File: src/rtl/div_unit_pkg.sv
// div_defs: shared definitions for the multi-cycle divider.
//   DIV_WIDTH       default operand width
//   DIV_* states    2-bit FSM encodings (IDLE, DIVZERO, ON, END)
//   HI_LSB / LO_LSB bit offsets of remainder (HI) and quotient (LO) in result
package div_defs;
    localparam int DIV_WIDTH = 32;

    localparam logic [1:0] DIV_IDLE    = 2'd0;
    localparam logic [1:0] DIV_DIVZERO = 2'd1;
    localparam logic [1:0] DIV_ON      = 2'd2;
    localparam logic [1:0] DIV_END     = 2'd3;

    localparam int HI_LSB = DIV_WIDTH;
    localparam int LO_LSB = 0;

    typedef enum logic [1:0] {
        ST_IDLE    = DIV_IDLE,
        ST_DIVZERO = DIV_DIVZERO,
        ST_ON      = DIV_ON,
        ST_END     = DIV_END
    } div_state_e;
endpackage

File: src/rtl/div_unit_if.sv
// div_unit_if: EX-stage <-> divider bundle.
//   master (EX side): drives signed_div, opdata1, opdata2, start, annul;
//                     receives result {rem, quo}, ready, stall_req.
//   slave  (divider): the reverse.
interface div_unit_if #(parameter int WIDTH = div_defs::DIV_WIDTH);
    logic               signed_div;
    logic [WIDTH-1:0]   opdata1;
    logic [WIDTH-1:0]   opdata2;
    logic               start;
    logic               annul;
    logic [2*WIDTH-1:0] result;
    logic               ready;
    logic               stall_req;

    modport master (
        output signed_div, opdata1, opdata2, start, annul,
        input  result, ready, stall_req
    );

    modport slave (
        input  signed_div, opdata1, opdata2, start, annul,
        output result, ready, stall_req
    );
endinterface

File: src/rtl/div_unit.sv
// div_unit: multi-cycle restoring divider for DIV/DIVU in EX.
// Ports:
//   clk, rst   - clock, synchronous active-high reset
//   bus        - div_unit_if.slave: operands/start/annul in,
//                result {remainder, quotient}, ready, stall_req out
// One quotient bit per cycle; ready rises WIDTH+1 cycles after launch
// (2 cycles for a zero divisor). stall_req = start & ~ready.
// Build option: define DIV_SIGNED_EN to honour signed_div (magnitude
// conversion + sign correction). Without it every divide is unsigned.
module div_unit
    import div_defs::*;
#(
    parameter int WIDTH = DIV_WIDTH
) (
    input  logic      clk,
    input  logic      rst,
    div_unit_if.slave bus
);
    localparam int CNT_W = $clog2(WIDTH);

    div_state_e         state_q, state_d;
    logic [CNT_W-1:0]   cnt_q, cnt_d;
    logic [WIDTH-1:0]   rem_q, rem_d;     // partial remainder
    logic [WIDTH-1:0]   dq_q, dq_d;       // dividend shifts out the top, quotient in the bottom
    logic [WIDTH-1:0]   dvs_q, dvs_d;     // divisor magnitude
    logic [2*WIDTH-1:0] result_q, result_d;
    logic               ready_q, ready_d;

    logic               launch;
    logic [WIDTH-1:0]   a_mag, b_mag;
    logic [WIDTH:0]     shifted, diff;
    logic [WIDTH-1:0]   step_rem, step_quo;
    logic [WIDTH-1:0]   fix_rem, fix_quo;

    assign launch = (state_q == ST_IDLE) && bus.start && !bus.annul
                    && (bus.opdata2 != '0);

    // Restoring step. The remainder stays below the divisor, so when the
    // trial difference is negative the shifted value fits in WIDTH bits.
    assign shifted  = {rem_q, dq_q[WIDTH-1]};
    assign diff     = shifted - {1'b0, dvs_q};
    assign step_rem = diff[WIDTH] ? shifted[WIDTH-1:0] : diff[WIDTH-1:0];
    assign step_quo = {dq_q[WIDTH-2:0], ~diff[WIDTH]};

`ifdef DIV_SIGNED_EN
    logic a_neg, b_neg;
    logic neg_quo_q, neg_quo_d, neg_rem_q, neg_rem_d;

    assign a_neg   = bus.signed_div & bus.opdata1[WIDTH-1];
    assign b_neg   = bus.signed_div & bus.opdata2[WIDTH-1];
    assign a_mag   = a_neg ? -bus.opdata1 : bus.opdata1;
    assign b_mag   = b_neg ? -bus.opdata2 : bus.opdata2;
    // Remainder follows the dividend's sign; quotient negates on sign mismatch.
    assign fix_quo = neg_quo_q ? -step_quo : step_quo;
    assign fix_rem = neg_rem_q ? -step_rem : step_rem;

    always_comb begin
        neg_quo_d = neg_quo_q;
        neg_rem_d = neg_rem_q;
        if (launch) begin
            neg_quo_d = a_neg ^ b_neg;
            neg_rem_d = a_neg;
        end
    end

    always_ff @(posedge clk) begin
        if (rst) begin
            neg_quo_q <= 1'b0;
            neg_rem_q <= 1'b0;
        end else begin
            neg_quo_q <= neg_quo_d;
            neg_rem_q <= neg_rem_d;
        end
    end
`else
    logic unused_signed_div;
    assign unused_signed_div = bus.signed_div;
    assign a_mag   = bus.opdata1;
    assign b_mag   = bus.opdata2;
    assign fix_quo = step_quo;
    assign fix_rem = step_rem;
`endif

    always_comb begin
        state_d  = state_q;
        cnt_d    = cnt_q;
        rem_d    = rem_q;
        dq_d     = dq_q;
        dvs_d    = dvs_q;
        result_d = result_q;
        ready_d  = ready_q;
        unique case (state_q)
            ST_IDLE: begin
                if (bus.start && !bus.annul) begin
                    if (bus.opdata2 == '0) begin
                        state_d = ST_DIVZERO;
                    end else begin
                        state_d = ST_ON;
                        cnt_d   = '0;
                        rem_d   = '0;
                        dq_d    = a_mag;
                        dvs_d   = b_mag;
                    end
                end
            end
            ST_DIVZERO: begin
                if (bus.annul) begin
                    state_d = ST_IDLE;
                    ready_d = 1'b0;
                end else begin
                    state_d  = ST_END;
                    result_d = '0;
                    ready_d  = 1'b1;
                end
            end
            ST_ON: begin
                if (bus.annul) begin
                    state_d = ST_IDLE;
                    ready_d = 1'b0;
                end else begin
                    rem_d = step_rem;
                    dq_d  = step_quo;
                    cnt_d = cnt_q + 1'b1;
                    if (cnt_q == CNT_W'(WIDTH-1)) begin
                        state_d  = ST_END;
                        result_d = {fix_rem, fix_quo};
                        ready_d  = 1'b1;
                    end
                end
            end
            ST_END: begin
                if (bus.annul || !bus.start) begin
                    state_d = ST_IDLE;
                    ready_d = 1'b0;
                end
            end
            default: state_d = ST_IDLE;
        endcase
    end

    always_ff @(posedge clk) begin
        if (rst) begin
            state_q  <= ST_IDLE;
            cnt_q    <= '0;
            rem_q    <= '0;
            dq_q     <= '0;
            dvs_q    <= '0;
            result_q <= '0;
            ready_q  <= 1'b0;
        end else begin
            state_q  <= state_d;
            cnt_q    <= cnt_d;
            rem_q    <= rem_d;
            dq_q     <= dq_d;
            dvs_q    <= dvs_d;
            result_q <= result_d;
            ready_q  <= ready_d;
        end
    end

    assign bus.result    = result_q;
    assign bus.ready     = ready_q;
    assign bus.stall_req = bus.start & ~ready_q;
endmodule

File: src/flat_wrapper.sv
// flat-port wrapper written by rule: the top's interface ports become plain ports
module div_unit_flat import div_defs::*;
#(
    parameter int WIDTH = DIV_WIDTH
)
  (clk, rst, bus_signed_div, bus_opdata1, bus_opdata2, bus_start, bus_annul, bus_result, bus_ready, bus_stall_req);
  div_unit_if #(.WIDTH(WIDTH)) bus_i ();
  input  logic clk;
  input  logic rst;
  input wire logic [$bits(bus_i.signed_div)-1:0] bus_signed_div;
  input wire logic [$bits(bus_i.opdata1)-1:0] bus_opdata1;
  input wire logic [$bits(bus_i.opdata2)-1:0] bus_opdata2;
  input wire logic [$bits(bus_i.start)-1:0] bus_start;
  input wire logic [$bits(bus_i.annul)-1:0] bus_annul;
  output wire logic [$bits(bus_i.result)-1:0] bus_result;
  output wire logic [$bits(bus_i.ready)-1:0] bus_ready;
  output wire logic [$bits(bus_i.stall_req)-1:0] bus_stall_req;
  assign bus_i.signed_div = bus_signed_div;
  assign bus_i.opdata1 = bus_opdata1;
  assign bus_i.opdata2 = bus_opdata2;
  assign bus_i.start = bus_start;
  assign bus_i.annul = bus_annul;
  assign bus_result = bus_i.result;
  assign bus_ready = bus_i.ready;
  assign bus_stall_req = bus_i.stall_req;
  div_unit #(.WIDTH(WIDTH)) u_core (.clk(clk), .rst(rst), .bus(bus_i));
endmodule
File: config.mk
export PLATFORM = sky130hd
export DESIGN_NAME = div_unit_flat
export DESIGN_NICKNAME = d
export VERILOG_FILES = /design/src/rtl/div_unit_pkg.sv /design/src/rtl/div_unit_if.sv /design/src/rtl/div_unit.sv /design/src/flat_wrapper.sv
export SDC_FILE = /design/constraint.sdc
export NUM_CORES = 1
export LEC_CHECK = 0
export CORE_MARGIN = 2
export CORE_UTILIZATION = 45
export DETAILED_ROUTE_END_ITERATION = 10
export PLACE_DENSITY = 0.74
export REMOVE_ABC_BUFFERS = 1
export SYNTH_ARGS = -nofsm -noshare
export SYNTH_HDL_FRONTEND = slang
export SYNTH_SLANG_ARGS = --single-unit
File: constraint.sdc
create_clock -name clk -period 2.84 [get_ports clk]
set_input_delay 0.568 -clock clk [delete_from_list [all_inputs] [get_ports clk]]
set_output_delay 0.568 -clock clk [all_outputs]
set_load 0.02 [all_outputs]
* Word-level counts from Yosys, hierarchy flattened
Index checks and enable logic that the tools add are counted. Widths: inputs -> output; s select.
Operators by class: bitwise gates (word level) 4, $add $sub $neg 2, equality and inequality tests 11, reductions and logical operators 14, muxes and demuxes 29
Operators with widths (count):
- $mux 32 | 7
- $mux 64 | 3
- $pmux 32 s2 | 2
- $pmux 64 s2 | 1
- $sub 33x32->33 | 1
- $logic_not 32->1 | 1
- $mux 5 | 3
- $mux 2 | 6
- $pmux 5 s2 | 1
- $reduce_and 3->1 | 3
- $ne 2x2->1 const B | 4
- $pmux 2 s4 | 1
- $reduce_and 4->1 | 2
- $add 5x1->5 const B | 1
- $eq 5x5->1 const B | 1
- $eq 2x2->1 const B | 2
- $mux 1 | 4
- $ne 2x1->1 const B | 2
- $reduce_bool 2->1 | 2
- $ne 3x2->1 const B | 1
- $not 1->1 | 3
- $pmux 1 s3 | 1
- $reduce_bool 3->1 | 1
- $eq 2x1->1 const B | 1
- other kinds (5) | 6
Storage, ports and cells: bits in registers 168, bits of input ports 69, logic and storage cells 67, output and inout bits 66

* Depth between registers and ports, before layout
Gate-level depths: netlist of the first run.
word-level depth 5, gate-level depth with buffers 13, mapped depth without buffers 12

* Worst setup path after synthesis of the first run
OpenSTA, ideal clock, no wires.
kind register to register, start point reg u_core.dq_q[31], end point reg u_core.rem_q[10], path buffers 1, data required time 2.710 ns, data arrival time 2.633 ns, period minus slack after synthesis 2.763 ns, stages on the path, launching flop included 14, library setup time 0.130 ns, path slack 0.077 ns, path through dfxtp_1 > inv_1 > ha_1 > inv_1 > fa_1 > a211oi_1 > o211ai_1 > a211oi_1 > nor2_1 > a31oi_4 > xnor2_2 > buf_4 > mux2i_1 > o21ai_0
On the way: word-level cells in the longest chain between the ends 4
RTL lines:
- from (decl) | line div_unit.sv:24 | logic [WIDTH-1:0] dq_q, dq_d;
- from (signal assigned) | line div_unit.sv:154 | dq_q <= dq_d;
- $sub 33x32->33 | line div_unit.sv:41 | assign diff = shifted - {1'b0, dvs_q};
- $mux 32 | line div_unit.sv:42 | assign step_rem = diff[WIDTH] ? shifted[WIDTH-1:0] : diff[WIDTH-1:0];
- $mux 32 | line div_unit.sv:117 | if (bus.annul) begin
- $pmux 32 s2 | line div_unit.sv:92 | unique case (state_q)
- to (signal assigned) | line div_unit.sv:153 | rem_q <= rem_d;
- to (decl) | line div_unit.sv:23 | logic [WIDTH-1:0] rem_q, rem_d;
Every way passes these cells. The select of a mux whose other input is x is not followed. A chain may end at the register's enable or synchronous reset.

* Worst setup path in the final report of the first run
start point reg u_core.dvs_q[23], end point reg u_core.rem_q[18]
On the way: word-level cells in the longest chain between the ends 4
RTL lines:
- from (decl) | line div_unit.sv:25 | logic [WIDTH-1:0] dvs_q, dvs_d;
- from (signal assigned) | line div_unit.sv:155 | dvs_q <= dvs_d;
- $sub 33x32->33 | line div_unit.sv:41
- $mux 32 | line div_unit.sv:42
- $mux 32 | line div_unit.sv:117
- $pmux 32 s2 | line div_unit.sv:92
Every way passes these cells. The select of a mux whose other input is x is not followed.

==> results of run 1 <==
## final cells by class
class	count	area share, %
multi-input combinational	764	43.2
sequential	168	28.5
timing repair buffer	242	19.5
clock buffer	18	3.72
tap	234	2.48
inverter	41	1.30
clock inverter	14	1.24
## Yosys cell counts (6+ instances only)
cell | instances | area (µm²)
dfxtp_1 | 168 | 3360
nand2_1 | 152 | 571
a21oi_1 | 100 | 500
nor2_1 | 73 | 274
mux2i_1 | 58 | 581
o21ai_0 | 50 | 250
clkbuf_1 | 48 | 180
nand3_1 | 46 | 230
inv_1 | 41 | 154
ha_1 | 38 | 475
o21ai_1 | 37 | 185
a22oi_1 | 33 | 248
a32oi_1 | 15 | 131
xnor2_1 | 14 | 123
nor4_1 | 12 | 75.1
a21o_1 | 11 | 82.6
a211oi_1 | 10 | 75.1
nor3_1 | 10 | 50.1
nor2b_1 | 9 | 56.3
xor2_1 | 9 | 78.8
o211ai_1 | 7 | 52.6
buf_2 | 6 | 30.0
## worst max-delay path, cell delays in order (launching register included)
cell and delay (ps):
dfxtp_1 330, inv_1 70, ha_1 340, a21oi_2 160
o21ai_0 120, a31o_1 230, a221o_1 360, a31oi_4 250
xnor2_4 170, buf_6 160, clkbuf_16 190, mux2i_4 250
o21ai_1 90
## per-stage QoR
step	utilization, %	hold slack, ps	power [W]	setup WS, ps	area (µm²)
final	63.3	447	0.0125	-10.1	11800
after global routing	63.3	471	0.0131	-105	11800
after CTS	61.1	452	0.0109	-5.35	11400
after detailed placement	57.5	442	0.00824	-274	10700
after global placement	57.5	435	0.00818	-211	10700
after floorplan	-	443	0.00611	-2550	8230
## flip-flops by register name, summed over array words and instances, names as in the netlist
name / cells
u_core.rem_q: 32
u_core.dq_q: 32
u_core.state_q: 2
u_core.cnt_q: 5
u_core.bus.ready: 1
u_core.dvs_q: 32
u_core.bus.result: 64
## worst max-delay path by stage
stage,end
detailed placement,u_core.rem_q[29]
global route,u_core.rem_q[18]
CTS,u_core.rem_q[26]
finish,u_core.rem_q[18]
floorplan,u_core.rem_q[0]
global placement,u_core.rem_q[29]
## cells by family after synthesis
kind of cell	share of synthesized area, %
simple gates	17.2
compound gates	22.7
flops	39.6
buf+inv	5.08
mux	6.83
fa+ha+maj	5.83
xor+xnor	2.75
## power breakdown
| part | internal (W) | leakage, nW | total [W] | switching (W) |
|---|---|---|---|---|
| sequential | 0.00255 | 1.36 | 0.00271 | 0.000159 |
| combinational | 0.00359 | 2.94 | 0.00741 | 0.00381 |
| clock | 0.00127 | 0.289 | 0.00235 | 0.00108 |
## what timing repair did
item / in CTS / in global routing
setup endpoints to repair: 55 / 64
gates cloned: 1 / 2
resized for setup: 12 / 73
setup buffers: 0 / 5
pin swaps: 5 / 8
## cells in the final DEF, fill, tap and decap left out, types with 38 or more instances in the layout
cell,instances
mux2i_1,38
o21ai_1,51
nand2_1,152
dfxtp_1,166
buf_4,96
nor2_1,68
nand3_1,46
clkdlybuf4s50_1,132
inv_1,39
a21oi_1,97
## layer usage
layer  GRT usage, %  share of wire (%)
met1           31.0                 43
met2           40.8                 48
met3           5.77                6.9
met4           9.11                2.4
met5              0                  0
==> impl_metrics.py, run 1 <==
metrics = {
    "placed_design": {
        "place_inst": 1441,
        "dp_hpwl_um": 18000,
        "gp_congestion": 0.939,
        "io_buffers": 133,
    },
    "power_and_ir_drop": {
        "leakage_nw": 4.59,
        "p_per_area_nw_per_um2": 1060,
        "peakVddDrop_mv": 0.994,
    },
    "timing": {
        "worstMarginPinSlew_ps": 1130,
        "fin_setup_tns_ps": -14.1,
        "period_share_pct": 100,
        "hold_viol": 0,
        "rsz0062_at_grt": "yes",
        "fin_crit_ps": 2850,
        "max_freq_ghz": 0.351,
        "finalWorstSetupSlack_ps": -10.1,
        "clock-skew-final_ps": 9.84,
        "setup_viol": 3,
        "maxSlewViolCount": 0,
        "slew_headroom_pct": 24.5,
    },
    "worst_setup_path": {
        "cp-end-kind": "register",
        "rr_startpoint": "u_core.dvs_q[23]",
        "worst_r2r_path_depth": 12,
        "ff2ff_setup_slack_ps": -10,
        "crit_type": "register to register",
        "cp_data_arrival_time_ps": 3160,
        "path_max_fanout": 8,
        "worstSetupStartpointType": "register",
        "crit_required_ps": 3150,
        "crit_path_start": "u_core.dvs_q[23]",
        "rr_endpoint": "u_core.rem_q[18]",
    },
    "synth": {
        "ys_ff_latch": 168,
        "yosysUniqueCellTypes": 65,
        "synth_edf_count": 0,
        "syn-instance-count": 1035,
        "avgSynthCellArea_um2": 8.22,
        "synth-main-ff-cell": "dfxtp_1",
        "syn-cell-area_um2": 8500,
        "synth.yosys.seq_area_share_pct": 39.6,
        "ys_async_sr_fraction_pct": 0,
        "synth_warnings": 0,
    },
    "flow_run": {
        "timing.max_cap.violations": 0,
    },
    "clocking": {
        "clkSinkCount": 168,
        "clkSlewWorstSetupHoldPaths_ps": 80,
        "clock_latency_ps": 440,
        "cts_buffers": 17,
        "cts_root_buf": "clkbuf_16",
        "cts_tree": "done",
        "htree_levels": 4,
        "postCtsHoldBufs": 0,
        "cts_max_path_buffers": 2,
    },
    "hold_path": {
        "worstHoldStart": "u_core.bus.result[44]",
        "hp-class": "register to register",
        "holdPathStages": 2,
        "whs_endpoint": "u_core.bus.result[44]",
    },
    "die": {
        "die_area_um2": 20000,
        "rows": 50,
        "initial_utilization_pct": 45.6,
        "die_w_um": 141,
        "die_h_um": 141,
        "fp.coreArea_um2": 18600,
        "io_pins": 135,
    },
    "drt": {
        "drtAntennaViolNets": 0,
        "vias": 8392,
        "first_pass_iters": 7,
        "drc": 0,
        "first_iter_violations": 601,
        "drt_wl_total_um": 25700,
        "avgRoutedWirePerCell_um": 17.4,
        "viasPerCell": 5.67,
    },
    "finish": {
        "stdcell_count": 1481,
        "drive_gt1_share_pct": 16.3,
        "nNetsFinal": 1342,
        "multiInputGateArea_um2": 5100,
        "seqCellArea_um2": 3370,
        "diodes": 0,
        "nFillCells": 1571,
        "syn_to_final_growth_pct": 38.7,
    },
    "global_routing": {
        "grt_usage_pct": 24.5,
        "grt_pass1_vias": 7870,
        "antenna_found_initial": 0,
        "grt_pass1_wl_um": 39400,
        "gr-total-overflow": 0,
        "grt_max_degree": 105,
    },
    "run_status": {
        "violations": "setup timing",
        "outcome": "finished with violations",
    },
}
Note: power is estimated with default switching activity, not from simulation.
==> run 2, diff against run 1 <==
--- a/config.mk
+++ b/config.mk
@@ -5,10 +5,10 @@
 export SDC_FILE = /design/constraint.sdc
 export NUM_CORES = 1
 export LEC_CHECK = 0
-export CORE_MARGIN = 2
+export ABC_AREA = 1
 export CORE_UTILIZATION = 45
 export DETAILED_ROUTE_END_ITERATION = 10
-export PLACE_DENSITY = 0.74
+export PLACE_DENSITY = 0.72
 export REMOVE_ABC_BUFFERS = 1
 export SYNTH_ARGS = -nofsm -noshare
 export SYNTH_HDL_FRONTEND = slang
==> impl_metrics.py, run 2 <==
metrics = {
    "worst_setup_path": {
        "worstSetupStartpointType": "register",
        "cp_data_arrival_time_ps": 2970,
        "cpMostUsedCell": "nand2_4",
        "cp_cell_sequence": "inv_1 > ha_1 > inv_1 > fa_1 > nand2_2 > nand2_1 > nand3_2 > nand2_4 > nand2_4 > nand2_4 > nand2_4 > nand2_4 > nand2_4 > nand2_4 > nand2_1 > nand3_1 > a21oi_1",
        "path_buf_inv": 2,
        "rr_startpoint": "u_core.dq_q[31]",
        "path_max_fanout": 17,
        "crit_family": "simple AND/OR/NAND/NOR gates",
        "crit_required_ps": 3210,
        "crit_type": "register to register",
        "ff2ff_setup_slack_ps": 240,
        "cpPeakStageDelay_ps": 450,
        "cp-end-kind": "register",
        "worst_r2r_path_depth": 17,
        "rr_endpoint": "u_core.rem_q[17]",
        "cpMaxStageDelayCell": "fa_1",
    },
    "drt": {
        "wl_met3_um": 1230,
        "first_pass_iters": 5,
        "met2WireLength_um": 13000,
        "drtAntennaViolNets": 0,
        "drt_wl_total_um": 27900,
        "first_iter_violations": 658,
        "drc": 0,
        "avgRoutedWirePerCell_um": 14.1,
        "routedLengthMet1_um": 13200,
        "viasPerCell": 5.00,
        "vias": 9917,
        "top_layer": "met4",
    },
    "synth": {
        "synth.most_common_cell": "nand2_1",
        "avgSynthCellArea_um2": 6.41,
        "syn-instance-count": 1572,
        "synth-main-ff-cell": "dfxtp_1",
        "yosysUniqueCellTypes": 42,
        "ys_async_sr_fraction_pct": 0,
        "synth.area.top_cells": "dfxtp_1 33%, nand2_1 19%, a21oi_1 8.6%, inv_1 8.4%, ha_1 4.7%",
        "synth_warnings": 0,
        "synth_common_cells": "520 x nand2_1, 226 x inv_1, 174 x a21oi_1, 168 x dfxtp_1, 92 x o21ai_0",
        "syn-cell-area_um2": 10100,
        "yosys.area.top_type": "dfxtp_1",
        "synth_top_area_share_pct": 33.4,
        "synth_edf_count": 0,
        "synth.yosys.seq_area_share_pct": 33.4,
        "ys_ff_latch": 168,
    },
    "placed_design": {
        "place_area_um2": 11700,
        "gp_congestion": 0.937,
        "io_buffers": 133,
        "place_inst": 1950,
        "dp_hpwl_um": 21000,
    },
    "global_routing": {
        "gr-total-overflow": 0,
        "grt_max_degree": 70,
        "antenna_found_initial": 0,
        "grt_usage_pct": 24.9,
        "grt_pass1_vias": 9176,
        "grt_pass1_wl_um": 45000,
    },
    "die": {
        "die_area_um2": 23000,
        "fp.coreArea_um2": 21900,
        "die_h_um": 152,
        "rows": 54,
        "io_pins": 135,
        "die_w_um": 152,
        "initial_utilization_pct": 46.0,
    },
    "clocking": {
        "cts_setup_buffers": 0,
        "cts_buffers": 17,
        "htree_levels": 4,
        "clkSinkCount": 168,
        "clock_latency_ps": 450,
        "postCtsHoldBufs": 0,
        "cts_max_path_buffers": 2,
        "cts_root_buf": "clkbuf_16",
        "clkSlewWorstSetupHoldPaths_ps": 80,
        "cts_resized": 0,
        "cts_tree": "done",
    },
    "timing": {
        "setup_viol": 0,
        "hold_viol": 0,
        "clock-skew-final_ps": 16.3,
        "fin_crit_ps": 2600,
        "slew_headroom_pct": 51.6,
        "max_freq_ghz": 0.385,
        "maxSlewViolCount": 0,
        "worstMarginPinSlew_ps": 725,
        "rsz0062_at_grt": "no",
        "period_share_pct": 91.5,
        "fin_setup_tns_ps": 0,
    },
    "finish": {
        "syn_to_final_growth_pct": 22.8,
        "largest_reg_flops": 64,
        "diodes": 0,
        "nNetsFinal": 1797,
        "final_cell_mix": "520 x nand2_1, 225 x inv_1, 174 x a21oi_1, 168 x dfxtp_1, 132 x clkdlybuf4s50_1",
        "fin_area_um2": 12400,
        "drive_gt1_share_pct": 8.99,
        "stdcell_count": 1982,
        "final_common_cell": "nand2_1",
    },
    "hold_path": {
        "holdPathStages": 2,
        "worstHoldStart": "u_core.dvs_q[22]",
        "whs_endpoint": "u_core.dvs_q[22]",
        "hp-class": "register to register",
    },
    "run_status": {
        "outcome": "finished clean",
    },
    "flow_run": {
        "timing.max_cap.violations": 0,
    },
    "power_and_ir_drop": {
        "p_per_area_nw_per_um2": 1210,
        "leakage_nw": 5.83,
        "peakVddDrop_mv": 0.517,
    },
}
run 2: cell count changes after synthesis, moves of 15 or more:
cell     delta
nand2_4    +19
nand3_1    +44
inv_1     +185
nand2_2    +20
nand2_1   +368
o21ai_1    -28
a22oi_1    -31
mux2i_1    -58
a21oi_1    +74
a32oi_1    -15
o21ai_0    +42
run 2: how the worst max path moves through the flow:
stage	startpoint	end	slack, ps	cells after the start
3_3_place_gp	bus_opdata2[13]	u_core.dvs_q[29]	60	13
6_report	u_core.dq_q[31]	u_core.rem_q[17]	240	17
2_1_floorplan	u_core.state_q[0]	u_core.rem_q[25]	-1800	8
4_1_cts	u_core.dq_q[31]	u_core.rem_q[17]	270	17
3_5_place_dp	bus_opdata2[13]	u_core.dvs_q[29]	30	13
5_1_grt	u_core.dq_q[31]	u_core.rem_q[17]	40	17
run 2: layout make-up:
cell class | count | area, µm²
Clock buffer | 17 | 425
Tap cell | 280 | 350
Clock inverter | 15 | 211
Timing Repair Buffer | 165 | 1650
Sequential cell | 168 | 3360
Inverter | 241 | 906
Fill cell | 2183 | 9520
Multi-Input combinational cell | 1096 | 5470
run 2: routing by layer:
| metal | track usage, % | vias to the layer above |
|---|---|---|
| met2 | 40.9 | 212 |
| li1 | - | 5168 |
| met5 | 0 | - |
| met3 | 4.46 | 30 |
| met4 | 7.13 | 0 |
| met1 | 33.2 | 4507 |
run 2: metrics by stage:
stage | worst slack (ps) | total power [W] | util [%] | hold WS, ps
global placement | 55.8 | 0.0124 | 53.6 | 444
floorplan | -1800 | 0.00970 | - | 438
global route | 35.2 | 0.0163 | 56.5 | 485
finish | 241 | 0.0150 | 56.5 | 466
detailed placement | 33.3 | 0.0125 | 53.6 | 453
CTS | 265 | 0.0150 | 56.5 | 463
run 2: worst register-to-register path, stage by stage, from the launching register on:
cell and delay (ps):
dfxtp_1 300, inv_1 70, ha_1 140, inv_1 70
fa_1 450, nand2_2 100, nand2_1 90, nand3_2 110
nand2_4 90, nand2_4 90, nand2_4 50, nand2_4 100
nand2_4 80, nand2_4 160, nand2_4 200, nand2_1 110
nand3_1 150, a21oi_1 170
run 2: where the power goes:
part           leakage, nW  total [W]  internal [W]  switching (W)
sequential            1.37    0.00332       0.00295       0.000362
combinational         4.15    0.00921       0.00317        0.00603
clock                0.305    0.00246       0.00123        0.00123
run 2: kinds of logic (layout without fill, tap and decap cells):
logic type,after synthesis,after routing,share of synthesized area (%)
AO/OA/AOI/OAI,293,293,15.3
buffers and inverters,308,438,12.6
flip-flops,168,168,33.4
adder cells (fa/ha/maj),39,39,4.92
XOR/XNOR,11,11,0.956
AND/OR/NAND/NOR,753,753,32.9
==> run 3, diff against run 2 <==
--- a/config.mk
+++ b/config.mk
@@ -6,10 +6,12 @@
 export NUM_CORES = 1
 export LEC_CHECK = 0
 export ABC_AREA = 1
+export CORE_ASPECT_RATIO = 0.7
 export CORE_UTILIZATION = 45
 export DETAILED_ROUTE_END_ITERATION = 10
 export PLACE_DENSITY = 0.72
 export REMOVE_ABC_BUFFERS = 1
+export SKIP_LAST_GASP = 1
 export SYNTH_ARGS = -nofsm -noshare
 export SYNTH_HDL_FRONTEND = slang
 export SYNTH_SLANG_ARGS = --single-unit
==> impl_metrics.py, run 3 (synthesis results as in run 2) <==
metrics = {
    "drt": {
        "viasPerCell": 5.01,
        "drt_wl_total_um": 28900,
        "first_iter_violations": 665,
        "drtAntennaViolNets": 0,
        "avgRoutedWirePerCell_um": 14.5,
        "first_pass_iters": 5,
        "drc": 0,
        "vias": 9959,
    },
    "worst_setup_path": {
        "ff2ff_setup_slack_ps": 200,
        "cpMaxStageDelayCell": "fa_1",
        "cp_data_arrival_time_ps": 3020,
        "cp-end-kind": "register",
        "crit_path_start": "u_core.dvs_q[0]",
        "crit_type": "register to register",
        "path_buf_inv": 1,
        "worst_r2r_path_depth": 16,
        "worstSetupPathDepth": 16,
        "cpMostUsedCell": "nand2_4",
        "cpPeakStageDelay_ps": 460,
        "rr_endpoint": "u_core.bus.result[49]",
        "crit_family": "simple AND/OR/NAND/NOR gates",
        "path_max_fanout": 12,
        "crit_path_end": "u_core.bus.result[49]",
        "crit_required_ps": 3220,
        "rr_startpoint": "u_core.dvs_q[0]",
        "cp_cell_sequence": "ha_1 > inv_1 > fa_1 > nand2_2 > nand2_1 > nand3_2 > nand2_4 > nand2_4 > nand2_4 > nand2_4 > nand2_4 > nand2_4 > nand2_4 > nand2_1 > nand3_1 > a21oi_1",
        "worstSetupStartpointType": "register",
    },
    "global_routing": {
        "gr-max-usage-layer": "met1",
        "use_met3_pct": 4.93,
        "met2_usage_pct": 37.7,
        "grt_max_degree": 100,
        "antenna_found_initial": 0,
        "gr-total-overflow": 0,
        "use_met1_pct": 38.8,
        "grt_pass1_wl_um": 47200,
        "grt_usage_pct": 25.8,
        "grt_pass1_vias": 9250,
    },
    "clocking": {
        "cts_root_buf": "clkbuf_16",
        "cts_setup_buffers": 0,
        "clkSlewWorstSetupHoldPaths_ps": 70,
        "cts_max_path_buffers": 2,
        "cts_tree": "done",
        "cts_buffers": 17,
        "clock_latency_ps": 450,
        "postCtsHoldBufs": 0,
        "clkSinkCount": 168,
        "htree_levels": 4,
        "cts_resized": 0,
    },
    "timing": {
        "period_share_pct": 93.1,
        "clock-skew-final_ps": 12.8,
        "hold_viol": 0,
        "slew_headroom_pct": 51.8,
        "setup_viol": 0,
        "fin_crit_ps": 2640,
        "max_freq_ghz": 0.378,
        "maxSlewViolCount": 0,
        "rsz0062_at_grt": "no",
        "worstMarginPinSlew_ps": 722,
    },
    "power_and_ir_drop": {
        "p_per_area_nw_per_um2": 1220,
        "leakage_nw": 5.80,
        "power_w": 0.0150,
        "peakVddDrop_mv": 0.679,
    },
    "die": {
        "rows": 45,
        "die_h_um": 127,
        "io_pins": 135,
        "die_w_um": 181,
        "die_area_um2": 23000,
        "fp.coreArea_um2": 21800,
        "initial_utilization_pct": 46.1,
    },
    "placed_design": {
        "gp_congestion": 0.909,
        "dp_hpwl_um": 21800,
        "place_area_um2": 11700,
        "io_buffers": 133,
        "place_inst": 1954,
    },
    "finish": {
        "final_cell_mix": "520 x nand2_1, 225 x inv_1, 174 x a21oi_1, 168 x dfxtp_1, 132 x clkdlybuf4s50_1",
        "diodes": 0,
        "syn_to_final_growth_pct": 22.1,
        "stdcell_count": 1986,
        "drive_gt1_share_pct": 9.04,
        "largest_reg_flops": 64,
        "nNetsFinal": 1799,
        "fin_area_um2": 12300,
        "final_common_cell": "nand2_1",
        "utilization_pct": 56.3,
    },
    "hold_path": {
        "hp-class": "register to register",
        "holdPathStages": 2,
    },
    "flow_run": {
        "timing.max_cap.violations": 0,
    },
    "run_status": {
        "outcome": "finished clean",
    },
}
-- run 3: per-layer routing --
metal | up-vias | share of wire [%]
li1 | 5178 | -
met2 | 232 | 41
met5 | - | 0
met4 | 0 | 0.91
met3 | 19 | 5.7
met1 | 4530 | 53
-- run 3: worst min path at each step --
stage,start,to
2_1_floorplan,u_core.dvs_q[10],u_core.dvs_q[10]
3_3_place_gp,u_core.dvs_q[22],u_core.dvs_q[22]
3_5_place_dp,u_core.dvs_q[7],u_core.dvs_q[7]
4_1_cts,u_core.dvs_q[7],u_core.dvs_q[7]
5_1_grt,u_core.dvs_q[29],u_core.dvs_q[29]
6_report,u_core.dvs_q[7],u_core.dvs_q[7]
-- run 3: metrics by stage --
stage	hold slack (ps)	worst slack, ps	TNS (ps)
6_report	460	196	0
5_1_grt	477	27.6	0
3_5_place_dp	453	-63.8	-1590
2_1_floorplan	438	-1800	-201670
4_1_cts	463	234	0
3_3_place_gp	446	-18.5	-246
-- run 3: tightest hold or removal path, stage by stage, from the launching register on --
cell,delay [ps]
dfxtp_1,300
inv_1,60
a21oi_1,60
-- run 3: cell type report --
| cell class | instances | area [µm²] |
|---|---|---|
| Clock buffer | 18 | 429 |
| Sequential cell | 168 | 3360 |
| Fill cell | 2156 | 9540 |
| Tap cell | 282 | 353 |
| Clock inverter | 14 | 141 |
| Multi-Input combinational cell | 1096 | 5470 |
| Timing Repair Buffer | 167 | 1640 |
| Inverter | 241 | 906 |
-- run 3: power by group --
group	internal, W	switching, W	leakage [nW]
sequential	0.00296	0.000363	1.37
clock	0.00123	0.00106	0.280
combinational	0.00317	0.00626	4.15
total	0.00736	0.00767	5.80
